[config.mk]
export PLATFORM = sky130hd
export DESIGN_NAME = ca6_cos_sequencer
export DESIGN_NICKNAME = d
export VERILOG_FILES = /design/src/rtl/ca6_seq_pkg.sv /design/src/rtl/ca6_cos_sequencer_fifo.sv /design/src/rtl/ca6_cos_sequencer.sv
export SDC_FILE = /design/constraint.sdc
export NUM_CORES = 1
export LEC_CHECK = 0
export ABC_CLOCK_PERIOD_IN_PS = 2230
export CORE_AREA = 2 2 174 125
export CTS_CLUSTER_DIAMETER = 80
export DETAILED_ROUTE_END_ITERATION = 10
export DIE_AREA = 0 0 176 127
export DONT_BUFFER_PORTS = 1
export GPL_TIMING_DRIVEN = 0
export MAX_ROUTING_LAYER = met4
export PLACE_DENSITY_LB_ADDON = 0.2
export SYNTH_ARGS = -nofsm -noshare
export SYNTH_HDL_FRONTEND = slang
export SYNTH_SLANG_ARGS = --single-unit
export TNS_END_PERCENT = 50
[constraint.sdc]
create_clock -name clk -period 2.23 [get_ports clk]
set_input_delay 0.446 -clock clk [delete_from_list [all_inputs] [get_ports clk]]
set_output_delay 0.446 -clock clk [all_outputs]
set_load 0.005 [all_outputs]
[src/rtl/ca6_seq_pkg.sv]
`default_nettype none
// ============================================================================
// Module      : ca6_seq_pkg
// Description : Shared types and default sizes for the Ca6 cosine sequencer.
// Revision    : 1.0 - initial release
// ============================================================================
package ca6_seq_pkg;

  // Sequencer phases: wait for work, fire start, wait for done, hand back result
  typedef enum logic [1:0] {
    IDLE  = 2'd0,
    ISSUE = 2'd1,
    WAIT  = 2'd2,
    RESP  = 2'd3
  } seq_state_t;

  localparam int DEF_XW      = 16;
  localparam int DEF_YW      = 8;
  localparam int DEF_CW      = 16;
  localparam int DEF_DEPTH   = 4;
  localparam int DEF_TIMEOUT = 255;

endpackage
`default_nettype wire

[src/rtl/ca6_cos_sequencer_fifo.sv]
`default_nettype none
// ============================================================================
// Module      : ca6_req_fifo
// Description : Synchronous request FIFO holding packed {x, y} operands.
//               Pushes into a full FIFO are dropped even if a pop happens in
//               the same cycle, so the writer never has a bypass path.
// Revision    : 1.0 - initial release
// ============================================================================
module ca6_req_fifo
  import ca6_seq_pkg::*;
#(
  parameter int WIDTH = DEF_XW + DEF_YW,
  parameter int DEPTH = DEF_DEPTH
) (
  input  logic             clk,
  input  logic             rst,
  input  logic             push,
  input  logic [WIDTH-1:0] din,
  input  logic             pop,
  output logic [WIDTH-1:0] dout,
  output logic             full,
  output logic             empty
);

  localparam int AW   = $clog2(DEPTH);
  localparam int CNTW = AW + 1;
  localparam logic [CNTW-1:0] FULL_COUNT = DEPTH[CNTW-1:0];

  logic [WIDTH-1:0] mem [DEPTH];
  logic [AW-1:0]    wr_ptr;
  logic [AW-1:0]    rd_ptr;
  logic [CNTW-1:0]  count;
  logic             do_push;
  logic             do_pop;

  assign full    = (count == FULL_COUNT);
  assign empty   = (count == '0);
  assign do_push = push && !full;
  assign do_pop  = pop && !empty;
  assign dout    = mem[rd_ptr];

  // Pointer and occupancy bookkeeping; pointers wrap naturally mod DEPTH
  always_ff @(posedge clk or negedge rst) begin
    if (!rst) begin
      wr_ptr <= '0;
      rd_ptr <= '0;
      count  <= '0;
    end else begin
      if (do_push) wr_ptr <= wr_ptr + AW'(1);
      if (do_pop)  rd_ptr <= rd_ptr + AW'(1);
      case ({do_push, do_pop})
        2'b10:   count <= count + CNTW'(1);
        2'b01:   count <= count - CNTW'(1);
        default: count <= count;
      endcase
    end
  end

  // Storage array; contents are don't-care until written, so no reset
  always_ff @(posedge clk) begin
    if (do_push) mem[wr_ptr] <= din;
  end

endmodule
`default_nettype wire

[src/rtl/ca6_cos_sequencer.sv]
`default_nettype none
// ============================================================================
// Module      : ca6_cos_sequencer
// Description : Host-side initiator for the Ca6 cosine accelerator. Buffers
//               (x, y) requests, issues them one at a time with a start
//               pulse, waits for done or a timeout, and returns the result.
// Revision    : 1.0 - initial release
// ============================================================================
module ca6_cos_sequencer
  import ca6_seq_pkg::*;
#(
  parameter int XW      = DEF_XW,
  parameter int YW      = DEF_YW,
  parameter int CW      = DEF_CW,
  parameter int DEPTH   = DEF_DEPTH,
  parameter int TIMEOUT = DEF_TIMEOUT
) (
  input  logic          clk,
  input  logic          rst,
  input  logic          req_valid,
  output logic          req_ready,
  input  logic [XW-1:0] req_x,
  input  logic [YW-1:0] req_y,
  output logic          rsp_valid,
  input  logic          rsp_ready,
  output logic [CW-1:0] rsp_cos,
  output logic          rsp_err,
  output logic          acc_start,
  output logic [XW-1:0] acc_xin,
  output logic [YW-1:0] acc_yin,
  input  logic          acc_done,
  input  logic [CW-1:0] acc_cosx,
  output logic          busy
);

  localparam int TW = $clog2(TIMEOUT + 1);
  localparam logic [TW-1:0] TIMEOUT_CNT = TW'(TIMEOUT);

  seq_state_t          state;
  logic [TW-1:0]       tmo_cnt;
  logic [XW+YW-1:0]    fifo_head;
  logic                fifo_full;
  logic                fifo_empty;
  logic                fifo_pop;

  // Head is popped in the ISSUE cycle; it was already latched on ISSUE entry
  assign fifo_pop  = (state == ISSUE);
  assign req_ready = !fifo_full;
  assign busy      = (state != IDLE) || !fifo_empty;

  ca6_req_fifo #(
    .WIDTH (XW + YW),
    .DEPTH (DEPTH)
  ) u_fifo (
    .clk   (clk),
    .rst   (rst),
    .push  (req_valid),
    .din   ({req_x, req_y}),
    .pop   (fifo_pop),
    .dout  (fifo_head),
    .full  (fifo_full),
    .empty (fifo_empty)
  );

  // Request sequencing FSM with registered accelerator and response outputs
  always_ff @(posedge clk or negedge rst) begin
    if (!rst) begin
      state     <= IDLE;
      tmo_cnt   <= '0;
      acc_start <= 1'b0;
      acc_xin   <= '0;
      acc_yin   <= '0;
      rsp_valid <= 1'b0;
      rsp_cos   <= '0;
      rsp_err   <= 1'b0;
    end else begin
      acc_start <= 1'b0;
      case (state)
        IDLE: begin
          if (!fifo_empty) begin
            state     <= ISSUE;
            acc_start <= 1'b1;
            acc_xin   <= fifo_head[XW+YW-1:YW];
            acc_yin   <= fifo_head[YW-1:0];
          end
        end
        ISSUE: begin
          // done in this cycle is ignored: the accelerator has only just started
          tmo_cnt <= '0;
          state   <= WAIT;
        end
        WAIT: begin
          // done takes priority over an expiring timeout in the same cycle
          if (acc_done) begin
            rsp_cos   <= acc_cosx;
            rsp_err   <= 1'b0;
            rsp_valid <= 1'b1;
            state     <= RESP;
          end else if (tmo_cnt == TIMEOUT_CNT) begin
            rsp_cos   <= '0;
            rsp_err   <= 1'b1;
            rsp_valid <= 1'b1;
            state     <= RESP;
          end else begin
            tmo_cnt <= tmo_cnt + TW'(1);
          end
        end
        RESP: begin
          if (rsp_ready) begin
            rsp_valid <= 1'b0;
            state     <= IDLE;
          end
        end
        default: state <= IDLE;
      endcase
    end
  end

endmodule
`default_nettype wire
==> results of run 1 <==
==> final cells by class <==
type | count | area (µm²) | share of cell area
flip-flops and latches | 156 | 4380 | 0.614
repair buffers | 2 | 37.5 | 0.00526
inverters | 10 | 37.5 | 0.00526
well taps | 276 | 345 | 0.0484
multi-input cells | 147 | 1610 | 0.225
clock buffers | 17 | 425 | 0.0596
clock inverters | 15 | 199 | 0.0279
plain buffers | 15 | 104 | 0.0145
==> layer usage <==
layer	wire (µm)	global-route usage	vias up
met5	0	-	-
met4	145	0.0365	0
met3	965	0.0527	12
met2	5260	0.173	78
met1	5450	0.141	1465
li1	-	-	1320
==> per-stage QoR <==
| stage | setup slack (ns) | hold WS (ns) |
|---|---|---|
| after floorplan | 0.297 | 0.150 |
| after global placement | -0.136 | 0.152 |
| after detailed placement | -0.0243 | 0.153 |
| after CTS | 0.0103 | 0.0927 |
| after global routing | -0.000118 | 0.0871 |
| final | 0.186 | 0.116 |
==> layout by cell type (no fill, tap or decap), drive strengths merged, types with 2 or more instances in the layout <==
cell type  Yosys  routed
xor2           3       3
dfrtp         60      60
and2           2       2
o211ai         2       2
and3           4       4
nor2           5       5
ha            11      11
mux2          25      25
a22o          16      16
mux2i          3       3
buf            9      10
edfxtp        96      96
clkbuf         6      23
clkinv         0       2
a21oi          6       6
nand3          6       6
nand2b         3       3
mux4          24      24
nand2         12      12
xnor2          3       3
inv           10      19
nor2b          2       2
nand4          2       2
bufinv         0       3
o21ai          4       4
==> how the worst min path moves through the flow <==
| stage | startpoint | endpoint | slack, ns | depth (start not counted) |
|---|---|---|---|---|
| 2_1_floorplan | rst | acc_start | 0.15 | 0 |
| 3_3_place_gp | rst | rsp_cos[11] | 0.15 | 0 |
| 3_5_place_dp | rst | rsp_cos[1] | 0.15 | 0 |
| 4_1_cts | req_x[10] | u_fifo.mem[3][18] | 0.09 | 0 |
| 5_1_grt | req_x[10] | u_fifo.mem[3][18] | 0.09 | 0 |
| 6_report | req_x[10] | u_fifo.mem[3][18] | 0.12 | 0 |
==> where the power goes <==
group          switching (mW)  leakage [nW]  total [mW]  internal [mW]
Clock                    1.26         0.304        3.07           1.81
Combinational            1.26         0.750        2.58           1.32
Sequential              0.459          1.62        4.43           3.98
==> flip-flops by register name (all words and copies together) (netlist names) <==
register and flops:
acc_xin 16, state 2, acc_yin 8, rsp_err 1, u_fifo.mem 96, rsp_valid 1
rsp_cos 16, u_fifo.rd_ptr 2, u_fifo.wr_ptr 2, u_fifo.count 3, tmo_cnt 8, acc_start 1
==> logic make-up after synthesis <==
group	Yosys count
XOR/XNOR	6
multiplexers	52
adder cells (fa/ha/maj)	12
AND/OR/NAND/NOR	41
flip-flops	156
buffers and inverters	25
AO/OA/AOI/OAI	36
==> worst max-delay path, delay by kind of cell (launching register included) <==
kind	cells	cell delay [ns]
XOR/XNOR	2	0.28
adder cells (fa/ha/maj)	2	0.42
buffers and inverters	1	0.07
flip-flops	1	0.42
AND/OR/NAND/NOR	3	0.73
==> repair_timing <==
action                     CTS  global route
hold buffers                 2             0
gates resized for setup      1             5
setup endpoints to repair    1             1
hold endpoints to repair    60             0
==> summary.md, run 1 <==
| Metric | Value |
|---|---|
| Total GRT Usage | 0.116 |
| Fmax | 489 MHz |
| Core area | 20,500 µm² |
| Post-Synth XOR/XNOR Area | 0.00860 |
| Largest family of logic cells by synthesized area | multiplexers |
| Root Buffer | clkbuf_16 |
| Maximum vdd drop | 0.000584 V |
| Gate Count Post-Synth | 328 |
| Largest area contributor in the netlist | edfxtp_1 |
| Worst EP arrival | 2.34 ns |
| Worst Skew | 0.00938 ns |
| Vias per Instance | 4.51 |
| Cell mode on critical path | xor2_1 |
| Post-route DRC | 0 |
| Fin area | 7140 µm² |
| Port buffer count | 0 |
| Maxcap violations | 0 |
| CP max stage cell | nor3_1 |
| Crit end category | flop |
| Most common cell in the netlist | edfxtp_1 |
| Placed Area | 6460 µm² |
| Antenna diodes | 0 |
| Overflow after GRT | 0 |
| Syn Nets | 385 |
| Synth warn | 0 |
| Power per cell area | 1410 nW/µm² |
| FFs w/ async S/R, synth | 0.385 |
| Sequential fraction of the synthesis area | 0.718 |
| Hold Vio Cnt, Final | 0 |
| Commonest cells post-synth | edfxtp_1, dfrtp_1, mux2_2, mux4_2, a22o_1 |
| Setup Fix Bufs, Post-CTS | 0 |
| Max-slew headroom | 0.466 |
| Post-route core utilization | 0.348 |
| Worst Setup EP | u_fifo.count[2] |
| Cell Count, Final, Fillers Out | 638 |
| Inst Count DP | 604 |
| Critical Path Source | u_fifo.count[0] |
| Setup TNS | 0 ns |
| Clock Tree Buf Depth | 2 |
| FF+latch count, synth | 156 |
| Mux contribution to synthesized area | 0.143 |
| Fin crit share | 0.917 |
| Final setup viols | 0 |
| Nets | 406 |
| Largest net degree at the start of global routing | 61 |
| R2R Setup Slk | 0.19 ns |
| Initial Util | 0.297 |
| HPWL after detailed placement | 7240 µm |
| Worst reg2reg path depth | 8 |
| Crit path time final | 2.04 ns |
| Adder-Cell Fraction of Synth Area | 0.0258 |
| Die height | 127 µm |
| Top-Level Pins | 90 |
| Vias in the first global route | 3,121 |
| Post-synth EDFFs | 96 |
| Die Wd | 176 µm |
| Vias | 2,875 |
| Total wire length | 11,800 µm |
| ANT nets after route | 0 |
| Initial DRC count | 209 |
| CTS Sinks | 156 |
| CP Launch Type | flop |
| Setup CP Type | flop to flop |
| Slew at the pin with the worst max-slew slack | 0.800 ns |
| Final RePlAce weighted congestion | 0.729 |
| Synth Flop Type | edfxtp_1 |
| Layout cell share with drive strength beyond 1 | 0.273 |
| Post-synth top area share | 0.472 |
| Clock transition at path regs | 0.07 ns |
| Crit-path cells | nor3_1 -> nor2b_4 -> ha_1 -> inv_1 -> fa_1 -> xor2_1 -> nor2_1 -> xor2_1 |
| Largest stage delay on the critical path | 0.55 ns |
| Critical R2R Launch | u_fifo.count[0] |
| RR Endpoint | u_fifo.count[2] |
| Main area contributors after synthesis | edfxtp_1, dfrtp_1, mux4_2 |
| FILL cells | 1,930 |
| Routed len/inst | 18.5 µm |
| Rows | 44 |
| Hold WC Path Type | primary input to flop |
| Post-Synth Simple-Gate Area | 0.0365 |
| Global-route wire length before repair | 18,300 µm |
| TritonCTS clock tree | yes |
| Leak | 2.67 nW |
| Skew-Pair Late Insertion Delay | 0.42 ns |
| H-tree levels | 4 |
| First-pass DRT Iterations | 4 |
| Crit path max fanout | 4 |
| WP data required | 2.52 ns |
| Status | completed |
| Initial antenna violation count | 0 |
| Syn-to-layout area delta | 16.9% |
| CTS buffer count | 17 |
| Cell Area, Synth | 6110 µm² |
| Max Slew Vio Count | 0 |
| Tot Pwr | 10.1 mW |
| Post-synthesis compound-gate area fraction | 0.0449 |
| Synth unique cells | 44 |
| Die area | 22,400 µm² |
| Synthesized area per cell | 18.6 µm² |
Note: power is estimated with default switching activity, not from simulation.
==> inputs of run 2 (changes only) <==
- CORE_AREA: 2 2 174 125 -> 2 2 157 113
- DIE_AREA: 0 0 176 127 -> 0 0 159 115
==> summary.md, run 2 (synthesis gave the netlist of run 1 again) <==
| Metric | Value |
|---|---|
| Max-slew headroom | 0.484 (+0.0174) |
| H-tree levels | 4 (unchanged) |
| Antenna diodes | 0 (unchanged) |
| Layout cell share with drive strength beyond 1 | 0.254 (-0.0193) |
| Top reg by flops | u_fifo.mem |
| Clock transition at path regs | 0.06 ns (about the same) |
| Maxcap violations | 0 (unchanged) |
| Top-Level Pins | 90 (unchanged) |
| Crit end category | flop |
| Overflow after GRT | 0 (unchanged) |
| Root Buffer | clkbuf_16 |
| Die area | 18,300 µm² (-18%) |
| Initial Util | 0.363 (+0.0658) |
| Vias per Instance | 4.91 (+8.9%) |
| CTS buffer count | 17 (unchanged) |
| Inst Count DP | 559 (-7.5%) |
| Total GRT Usage | 0.135 (+0.0191) |
| ANT nets after route | 0 (unchanged) |
| Max reg flops | 96 (unchanged) |
| Worst Skew | 0.00910 ns (-0.000284 ns) |
| Hold Vio Cnt, Final | 0 (unchanged) |
| Commonest non-fill, non-tap cells in the layout | edfxtp_1, dfrtp_1, mux2_2 |
| Final RePlAce weighted congestion | 0.722 (-1.0%) |
| Rows | 40 (-9.1%) |
| Nets | 406 (unchanged) |
| First-pass DRT Iterations | 4 (unchanged) |
| Die Wd | 159 µm (-9.7%) |
| Global-route wire length before repair | 17,400 µm (-4.9%) |
| Post-route DRC | 0 (unchanged) |
| Largest net degree at the start of global routing | 61 (unchanged) |
| Initial DRC count | 212 (+1.4%) |
| Placed Area | 6400 µm² (-0.91%) |
| Power per cell area | 1400 nW/µm² (-1.0%) |
| Setup ws final | 0.169 ns (-0.0165 ns) |
| Max Slew Vio Count | 0 (unchanged) |
| TritonCTS clock tree | yes |
| HPWL after detailed placement | 7050 µm (-2.7%) |
| Commonest non-fill, non-tap cell in the layout | edfxtp_1 |
| CTS Sinks | 156 (unchanged) |
| Vias in the first global route | 3,099 (-0.70%) |
| WP data required | 2.57 ns (+0.05 ns) |
| Port buffer count | 0 (unchanged) |
| Status | completed |
| Die height | 115 µm (-9.4%) |
| Unrepaired setup endpoints after global routing | no |
| Leak | 2.64 nW (-0.96%) |
| Post-route core utilization | 0.419 (+0.0709) |
| Cell Count, Final, Fillers Out | 593 (-7.1%) |
| Total wire length | 11,300 µm (-4.1%) |
| Top Registers | u_fifo.mem (96), acc_xin (16), rsp_cos (16) |
| Crit path time final | 2.06 ns (+0.0165 ns) |
| Core area | 16,800 µm² (-18%) |
| Hold WC Path Type | primary input to flop |
| Slew at the pin with the worst max-slew slack | 0.774 ns (-0.0262 ns) |
| Initial antenna violation count | 0 (unchanged) |
| Setup CP Type | flop to flop |
| CP Launch Type | flop |
| Routed len/inst | 19.1 µm (+3.1%) |
| Fin crit share | 0.924 (+0.00741) |
| Crit path max fanout | 6 (+2) |
| Clock Tree Buf Depth | 2 (unchanged) |
| Vias | 2,909 (+1.2%) |
| Worst EP arrival | 2.41 ns (+0.07 ns) |
| Syn-to-layout area delta | 15.3% |
| Pre-CTS WS | -0.0628 ns (-0.0386 ns) |
| Maximum vdd drop | 0.000563 V (-3.6%) |
| Final setup viols | 0 (unchanged) |
| Fmax | 485 MHz (-0.80%) |
| Skew-Pair Late Insertion Delay | 0.42 ns (about the same) |
| Fin area | 7040 µm² (-1.4%) |
run 2: changes by cell type in the layout (fill, tap and decap cells not counted), sizes merged:
| cell | before | now |
|---|---|---|
| inv | 19 | 11 |
| clkinvlp | 1 | 2 |
| clkinv | 2 | 4 |
| clkbuf | 23 | 28 |
run 2: through the flow:
stage | hold WS, ns | TNS, ns | total power, mW
2_1_floorplan | 0.150 | 0 | 6.38
3_3_place_gp | 0.155 | -8.41 | 6.99
3_5_place_dp | 0.153 | -2.82 | 7.07
4_1_cts | 0.0959 | 0 | 10.0
5_1_grt | 0.0894 | 0 | 10.4
6_report | 0.116 | 0 | 9.85
run 2: area by class of cell:
cell class / instances / area (µm²)
Fill cell: 1513 / 9780
Sequential cell: 156 / 4380
Multi-Input combinational cell: 147 / 1600
Clock buffer: 22 / 444
Tap cell: 231 / 289
Clock inverter: 10 / 141
Buffer: 15 / 104
Timing Repair Buffer: 2 / 37.5
Inverter: 10 / 37.5
run 2: where the power goes:
group / internal, mW / switching [mW] / leakage, nW / total, mW
clock network: 1.76 / 1.11 / 0.279 / 2.87
logic: 1.31 / 1.23 / 0.750 / 2.54
registers: 3.98 / 0.455 / 1.62 / 4.43
total: 7.05 / 2.80 / 2.64 / 9.85
run 2: worst paths after layout:
| path | start | to | slack, ns | cells after the start |
|---|---|---|---|---|
| max | u_fifo.count[0] | u_fifo.count[2] | 0.17 | 10 |
| min | req_y[3] | u_fifo.mem[1][3] | 0.12 | 0 |
| max reg2reg | u_fifo.count[0] | u_fifo.count[2] | 0.17 | 10 |
| min reg2reg | rsp_cos[3] | rsp_cos[3] | 0.53 | 1 |
| max in group asynchronous | rst | acc_xin[15] | 1.40 | 2 |
| min in group asynchronous | rst | state[1] | 0.57 | 2 |
run 2: timing repair:
action                                  in CTS  in global routing
pin swaps                                    0                  0
hold buffers                                 2                  0
hold endpoints to repair                    60                  0
endpoints found under the setup margin      48                  1
setup buffers                                0                  0
resized for setup                            2                  3
run 2: layer usage:
layer,up-vias,GRT usage,wire (µm)
met5,-,-,0
met1,1509,0.160,4990
met2,68,0.204,5350
met4,0,0.0600,178
li1,1317,-,-
met3,15,0.0559,816
run 2: critical path, cell delays in order (launching register included):
cell	delay [ns]
dfrtp_1	0.41
inv_1	0.15
nand3_4	0.13
and2_1	0.23
inv_1	0.07
ha_1	0.16
inv_1	0.06
fa_1	0.37
xor2_1	0.15
nor2_1	0.11
xor2_1	0.15
==> inputs of run 3 (changes only) <==
- CELL_PAD_IN_SITES_DETAIL_PLACEMENT: unset -> 1
- CELL_PAD_IN_SITES_GLOBAL_PLACEMENT: unset -> 2
==> summary.md, run 3 (synthesis gave the netlist of run 1 again) <==
| Metric | Value |
|---|---|
| Status | completed |
| Worst Skew | 0.0110 ns (+0.00194 ns) |
| CTS buffer count | 17 (unchanged) |
| Hold WC Path Type | primary input to flop |
| Die area | 18,300 µm² (unchanged) |
| Clock transition at path regs | 0.06 ns (about the same) |
| Vias | 2,899 (-0.34%) |
| H-tree levels | 4 (unchanged) |
| HPWL after detailed placement | 7410 µm (+5.2%) |
| Maxcap violations | 0 (unchanged) |
| Unrepaired setup endpoints after global routing | no |
| WHS Path Cells | 0 (unchanged) |
| Antenna diodes | 0 (unchanged) |
| Overflow after GRT | 0 (unchanged) |
| Power per cell area | 1410 nW/µm² (+0.66%) |
| Slew at the pin with the worst max-slew slack | 0.739 ns (-0.0353 ns) |
| Top Registers | u_fifo.mem (96), acc_xin (16), rsp_cos (16) |
| Routed len/inst | 19.4 µm (+1.7%) |
| Critical R2R Launch | u_fifo.count[0] |
| R2R Setup Slk | 0.21 ns (+0.04 ns) |
| Core area | 16,800 µm² (unchanged) |
| Fmax | 495 MHz (+2.0%) |
| Crit end category | flop |
| Port buffer count | 0 (unchanged) |
| Maximum vdd drop | 0.000744 V (+32%) |
| Initial antenna violation count | 0 (unchanged) |
| Setup ws final | 0.210 ns (+0.0410 ns) |
| Root Buffer | clkbuf_16 |
| Setup TNS | 0 ns (unchanged) |
| Nets | 407 (+0.25%) |
| Skew-Pair Late Insertion Delay | 0.41 ns (about the same) |
| Cell Count, Final, Fillers Out | 594 (+0.17%) |
| Hold Vio Cnt, Final | 0 (unchanged) |
| Clock Tree Buf Depth | 2 (unchanged) |
| Max reg flops | 96 (unchanged) |
| Hold slack | 0.125 ns (+0.00909 ns) |
| Fin crit share | 0.906 (-0.0184) |
| Tot Pwr | 9.95 mW (+1.1%) |
| CTS Sinks | 156 (unchanged) |
| Max Slew Vio Count | 0 (unchanged) |
| Die height | 115 µm (unchanged) |
| Crit path max fanout | 6 (unchanged) |
| Initial DRC count | 151 (-29%) |
| WP data required | 2.56 ns (about the same) |
| Rows | 40 (unchanged) |
| Max-slew headroom | 0.507 (+0.0235) |
| Setup CP Type | flop to flop |
| Final setup viols | 0 (unchanged) |
| Syn-to-layout area delta | 15.7% |
| Vias per Instance | 4.88 (-0.51%) |
| First-pass DRT Iterations | 4 (unchanged) |
| Die Wd | 159 µm (unchanged) |
| Commonest non-fill, non-tap cell in the layout | edfxtp_1 |
| Crit path time final | 2.02 ns (-0.0410 ns) |
| Top-Level Pins | 90 (unchanged) |
| Worst EP arrival | 2.35 ns (-0.06 ns) |
| Commonest non-fill, non-tap cells in the layout | edfxtp_1, dfrtp_1, mux2_2 |
| Hold wc startpoint | req_y[4] |
| Total wire length | 11,500 µm (+1.9%) |
| Leak | 2.66 nW (+0.64%) |
| Inst Count DP | 559 (unchanged) |
| Hold path endpoint | u_fifo.mem[3][4] |
| Layout cell share with drive strength beyond 1 | 0.264 (+0.0103) |
| Final RePlAce weighted congestion | 0.723 (+0.26%) |
| ANT nets after route | 0 (unchanged) |
| Vias in the first global route | 3,155 (+1.8%) |
| FF+latch area | 4380 µm² (unchanged) |
| CP Launch Type | flop |
| Total GRT Usage | 0.137 (+0.00218) |
| TritonCTS clock tree | yes |
| Global-route wire length before repair | 17,800 µm (+2.5%) |
| Post-route DRC | 0 (unchanged) |
| Initial Util | 0.363 (unchanged) |
| Worst reg2reg path depth | 10 (unchanged) |
| FILL cells | 1,644 (+8.7%) |
| Area taken by multi-input logic gates | 1610 µm² (+0.31%) |
| Largest net degree at the start of global routing | 61 (unchanged) |
| RR Endpoint | u_fifo.count[2] |
| Pre-CTS WS | -0.100 ns (-0.0372 ns) |
| Top reg by flops | u_fifo.mem |
[run 3: cell count changes in the layout (fill, tap and decap cells not counted)]
cell / delta
clkinv_4: -1
inv_6: -1
clkinvlp_4: -1
nor2b_4: +1
nor2b_2: -1
clkbuf_8: +3
inv_2: +3
inv_1: -3
buf_4: +1
[run 3: repair_timing]
| item | in CTS | in global routing |
|---|---|---|
| hold buffers | 2 | 0 |
| resized for setup | 2 | 6 |
| hold endpoints to repair | 60 | 0 |
| setup buffers | 0 | 1 |
| setup endpoints to repair | 25 | 1 |
[run 3: stage by stage]
step	util	area, µm²
after global placement	0.380	6400
after global routing	0.420	7070
after CTS	0.419	7040
final	0.420	7070
after floorplan	-	6110
after detailed placement	0.381	6400
[run 3: where the power goes]
part | switching (mW) | internal [mW] | leakage [nW]
logic | 1.25 | 1.33 | 0.754
clock network | 1.07 | 1.85 | 0.291
registers | 0.465 | 3.98 | 1.62
total | 2.79 | 7.16 | 2.66
[run 3: critical path, cell delays in order, from the launching register on]
cell and delay (ns):
dfrtp_1 0.42, inv_2 0.11, nand3_4 0.11, and2_1 0.21, inv_1 0.07, ha_1 0.17, inv_1 0.06, fa_1 0.37
xor2_1 0.15, nor2_1 0.11, xor2_1 0.15
[run 3: layer usage]
layer	vias up	track usage	routed length (µm)
li1	1317	-	-
met1	1499	0.164	5170
met2	70	0.212	5430
met3	13	0.0541	798
met4	0	0.0527	148
met5	-	-	0
[run 3: cell type report]
class / count / share of cell area
clock inverter: 7 / 0.0165
inverter: 10 / 0.00531
multi-input combinational: 147 / 0.227
buffer: 15 / 0.0147
sequential: 156 / 0.620
clock buffer: 25 / 0.0687
tap: 231 / 0.0409
timing repair buffer: 3 / 0.00637
[run 3: worst max path at each step]
stage / startpoint / end / slack [ns] / cells after the start
3_3_place_gp: u_fifo.count[0] / u_fifo.mem[3][17] / -0.10 / 3
2_1_floorplan: state[1] / u_fifo.count[2] / 0.30 / 9
6_report: u_fifo.count[0] / u_fifo.count[2] / 0.21 / 10
3_5_place_dp: u_fifo.count[0] / u_fifo.mem[0][19] / -0.10 / 3
5_1_grt: u_fifo.count[0] / u_fifo.count[2] / 0.002 / 10
4_1_cts: u_fifo.count[0] / u_fifo.count[2] / 0.01 / 10
